File: config.mk
export PLATFORM = sky130hd
export DESIGN_NAME = amber_ras
export DESIGN_NICKNAME = d
export VERILOG_FILES = /design/src/rtl/amber_ras.sv
export SDC_FILE = /design/constraint.sdc
export NUM_CORES = 1
export LEC_CHECK = 0
export ABC_CLOCK_PERIOD_IN_PS = 15330
export BUFFER_PORTS_ARGS = -buffer_cell sky130_fd_sc_hd__buf_2
export CAP_MARGIN = 30
export CORE_AREA = 2 2 244 174
export DETAILED_ROUTE_END_ITERATION = 8
export DIE_AREA = 0 0 246 176
export PLACE_DENSITY = 0.67
export SKIP_LAST_GASP = 1
export SYNTH_ARGS = -nofsm -noshare
export SYNTH_HDL_FRONTEND = slang
export SYNTH_SLANG_ARGS = --single-unit
File: constraint.sdc
create_clock -name iw_clk -period 15.33 [get_ports iw_clk]
set_clock_uncertainty 0.2 [all_clocks]
set_input_delay 1.533 -clock iw_clk [delete_from_list [all_inputs] [get_ports iw_clk]]
set_output_delay 1.533 -clock iw_clk [all_outputs]
set_load 0.1 [all_outputs]
File: src/rtl/amber_ras.sv
// Return-address stack for the amber front end: predicts RET targets from
// recorded call return PCs, with wrap on overflow and checkpoint/restore for flushes.
module amber_ras #(
    parameter  int ADDR_W = 48,
    parameter  int DEPTH  = 8,
    localparam int PTR_W  = $clog2(DEPTH)
) (
    input  logic              iw_clk,
    input  logic              iw_rst,
    input  logic              iw_push,
    input  logic [ADDR_W-1:0] iw_push_addr,
    input  logic              iw_pop,
    input  logic              iw_ckpt,
    input  logic              iw_restore,
    output logic [ADDR_W-1:0] ow_top,
    output logic              ow_valid,
    output logic [PTR_W:0]    ow_count,
    output logic              ow_overflow,
    output logic              ow_underflow
);

    localparam logic [PTR_W:0]   C_FULL    = (PTR_W+1)'(DEPTH);
    localparam logic [PTR_W:0]   C_CNT_ONE = (PTR_W+1)'(1);
    localparam logic [PTR_W-1:0] C_PTR_ONE = PTR_W'(1);

    logic [ADDR_W-1:0] r_mem [DEPTH];
    logic [PTR_W-1:0]  r_tos;
    logic [PTR_W:0]    r_count;
    logic [PTR_W-1:0]  r_snap_tos;
    logic [PTR_W:0]    r_snap_count;
    logic              r_overflow;
    logic              r_underflow;

    logic [PTR_W-1:0]  w_tos_nxt;
    logic [PTR_W:0]    w_count_nxt;
    logic              w_wr_en;
    logic [PTR_W-1:0]  w_wr_idx;
    logic              w_ovf_nxt;
    logic              w_unf_nxt;
    logic              w_empty;
    logic              w_full;

    assign w_empty = (r_count == '0);
    assign w_full  = (r_count == C_FULL);

    always_comb begin
        w_tos_nxt   = r_tos;
        w_count_nxt = r_count;
        w_wr_en     = 1'b0;
        w_wr_idx    = r_tos;
        w_ovf_nxt   = 1'b0;
        w_unf_nxt   = 1'b0;
        if (iw_restore) begin
            w_tos_nxt   = r_snap_tos;
            w_count_nxt = r_snap_count;
        end else if (iw_push && iw_pop && !w_empty) begin
            // RET followed by tail call: replace the top in place
            w_wr_en = 1'b1;
        end else if (iw_push) begin
            w_tos_nxt = r_tos + C_PTR_ONE;
            w_wr_en   = 1'b1;
            w_wr_idx  = r_tos + C_PTR_ONE;
            if (w_full) begin
                w_ovf_nxt = 1'b1;
            end else begin
                w_count_nxt = r_count + C_CNT_ONE;
            end
        end else if (iw_pop) begin
            if (w_empty) begin
                w_unf_nxt = 1'b1;
            end else begin
                w_tos_nxt   = r_tos - C_PTR_ONE;
                w_count_nxt = r_count - C_CNT_ONE;
            end
        end
    end

    always_ff @(posedge iw_clk or posedge iw_rst) begin
        if (iw_rst) begin
            r_tos        <= '0;
            r_count      <= '0;
            r_snap_tos   <= '0;
            r_snap_count <= '0;
            r_overflow   <= 1'b0;
            r_underflow  <= 1'b0;
        end else begin
            r_tos       <= w_tos_nxt;
            r_count     <= w_count_nxt;
            r_overflow  <= w_ovf_nxt;
            r_underflow <= w_unf_nxt;
            // snapshot captures the state as it stands after this edge's update
            if (iw_ckpt) begin
                r_snap_tos   <= w_tos_nxt;
                r_snap_count <= w_count_nxt;
            end
        end
    end

    always_ff @(posedge iw_clk or posedge iw_rst) begin
        if (iw_rst) begin
            for (int i = 0; i < DEPTH; i++) begin
                r_mem[i] <= '0;
            end
        end else if (w_wr_en) begin
            r_mem[w_wr_idx] <= iw_push_addr;
        end
    end

    assign ow_top       = r_mem[r_tos];
    assign ow_valid     = !w_empty;
    assign ow_count     = r_count;
    assign ow_overflow  = r_overflow;
    assign ow_underflow = r_underflow;

endmodule

==> impl_results.md <==
- Hold_buf cts: 0
- Mapped Cells: approximately 1200
- Vias in the first global route: roughly 11000
- Syn_area_per_cell: roughly 15 um2
- Synth cell types: between 40 and 50
- Worst path most repeated cell: nand2_1
- Post-CTS sizing: 0
- CP Capture Type: output pin
- WS Path Type: reg -> out
- Share of the synthesized area in the top cell type: between 50 and 60%
- Initial Utilization: 44.9%
- Most frequent cells after synthesis: 400 x dfrtp_1, 212 x mux2_1, 175 x mux2_2
- Cell family with most CP delay: buffers and inverters
- Worst path depth: 5
- Final net count: approximately 1400
- Initial antenna violation count: 0
- Final wirelength: between 30000 and 40000 um
- Area growth from synthesis to final layout: 13.2%
- Critical path arrival: roughly 3.4 ns
- FF-to-FF path depth: 8
- Clock-pin slew on the worst setup and hold paths: around 0.06 ns
- PortBufs: approximately 110
- CP cell instances: buf_4 -> mux4_2 -> nand2_1 -> nand2_1 -> buf_2
- Final hold vios: 0
- Setup TNS: 0 ns
- Crit path from: r_tos[1]$_DFF_PP0_
- CP bufs+invs: 2
- Num CTS Buffers: 41
- Crit start category: register
- CTS Sinks: 400
- RSZ-0062 raised after global routing: no
- Routability Congestion: ~0.71
- Max Fclk: 0.193 GHz
- CTS Buffer Depth: 3
- DRT Pass-1 Iters: 4
- Detail Route Antenna Nets: 0
- Synth top area cells: dfrtp_1 55%, mux2_1 13%, mux4_2 12%
- Status: finished, final reports clean
- Final-report setup violation count: 0
- Critical Path Sink: ow_top[43]
- Seq/Total Area, Yosys: ~55%
- Worst Tran Pin Value: 0.883 ns
- Gr ovfl total: 0
- CP required: around 14 ns
- DRC: 0
- Via count: about 10000
- Most used DFF post-synth: dfrtp_1
- Area of the core: slightly above 40000 um2
- Synth Register Bits: 400
- Post-synth ARST share: 100%
- R2R Setup Slk: 10.96 ns
- Max FO, Critical Path: 52
- Max Cap Viol: 0
- Top-count cell post-synth: dfrtp_1
- Post-DP HPWL: about 23000 um
- Cell chosen for the clock root: clkbuf_16
- Worst-Skew Late Latency: ~0.54 ns
- Largest net degree at the start of global routing: between 100 and 150
- Htree depth: 2
- Mean routed wirelength per cell: ~21 um
- Synthesized Nets: about 1300
- N_diodes: 0
- First-pass GRT wire length: 64800 um
- Synth area leader: dfrtp_1
- Minimum clock period: about 5.2 ns
- Max-slew headroom: about two fifths
- CP max-delay cell: dfrtp_4
- RR Startpoint: r_tos[1]$_DFF_PP0_
- Number of flops mapped to enable cells by yosys: 0
- HP Class: reg -> reg
- GRT Total Usage: between 10% and 20%
- Yosys warns: 0
- Row count: 62
- IO Pins: 109
- CP max stage delay: ~0.96 ns
- DR iter-0 viols: ~640
- Via-to-Cell Ratio: 5.54
- Period utilization: between 30% and 40%
- Synthesized area: between 15000 and 20000 um2
- FF-to-FF End: r_mem[142]$_DFFE_PP0P_
- Die footprint: ~43000 um2
- Post-CTS setup buffer count: 0
- Die W: roughly 250 um
- Final Slew Violations: 0
- CTS tree: yes
- Die Ht: between 150 and 200 um
- Share of cells above drive strength 1: between 30% and 40%
routing by layer:
layer | track usage, % | routed length [um] | part of all wire (%)
met3 | 2.77 | 1530 | 3.9
met4 | 4.14 | 672 | 1.7
met5 | 0 | 0 | 0
met2 | 30.9 | 18700 | 47
met1 | 27.5 | 18500 | 47
worst min path at each step:
stage                                           start                          end  slack [ns]  cells past startpoint
after floorplan           r_snap_count[0]$_DFFE_PP0P_  r_snap_count[0]$_DFFE_PP0P_        0.25                      2
final                          r_mem[240]$_DFFE_PP0P_       r_mem[240]$_DFFE_PP0P_        0.28                      1
after detailed placement       r_mem[285]$_DFFE_PP0P_       r_mem[285]$_DFFE_PP0P_        0.27                      1
after global routing            r_mem[47]$_DFFE_PP0P_        r_mem[47]$_DFFE_PP0P_        0.29                      1
after global placement         r_mem[285]$_DFFE_PP0P_       r_mem[285]$_DFFE_PP0P_        0.26                      1
after CTS                      r_mem[285]$_DFFE_PP0P_       r_mem[285]$_DFFE_PP0P_        0.28                      1
logic make-up after synthesis:
| logic type | synth area share [%] |
|---|---|
| xor gates and xnor gates | 0.369 |
| and+or+nand+nor | 4.58 |
| muxes | 35.8 |
| AOI/OAI and AO/OA | 1.37 |
| adders and majority gates | 0.274 |
| DFF | 54.7 |
| buffers and inverters | 2.87 |
cell type report:
| cell class | instances | area (um2) |
|---|---|---|
| Clock buffer | 60 | 1230 |
| Clock inverter | 12 | 145 |
| Tap cell | 544 | 681 |
| Fill cell | 3454 | 20000 |
| Sequential cell | 400 | 10000 |
| Multi-Input combinational cell | 722 | 7800 |
| Timing Repair Buffer | 133 | 788 |
| Inverter | 9 | 41.3 |
registers in the layout (all words and copies together), names as in the netlist:
register	count
ow_count	4
r_snap_tos	3
ow_overflow	1
r_snap_count	4
r_mem	384
ow_underflow	1
r_tos	3
placed cells by master (no fill, tap or decap), types with 9 or more instances in the layout:
cell type	Yosys	layout
buf_2	24	108
buf_4	8	22
clkbuf_16	0	43
clkbuf_8	0	9
dfrtp_1	400	397
mux2_1	212	212
mux2_2	175	175
mux4_2	96	96
nand2_1	161	161
o21ai_0	13	13
through the flow:
step	utilization, %	instance area, um2	worst slack (ns)	hold WS [ns]	cells
3_3_place_gp	47.3	19300	10.34	0.261	1805
2_1_floorplan	-	18300	2.47	0.250	1212
3_5_place_dp	47.4	19300	10.53	0.269	1807
6_report	50.8	20700	10.16	0.281	1880
5_1_grt	50.8	20700	9.97	0.292	1880
4_1_cts	50.8	20700	10.08	0.282	1879
Power is not shown: default switching activity piles up to over one toggle a cycle in this logic, so the estimate is an artifact.
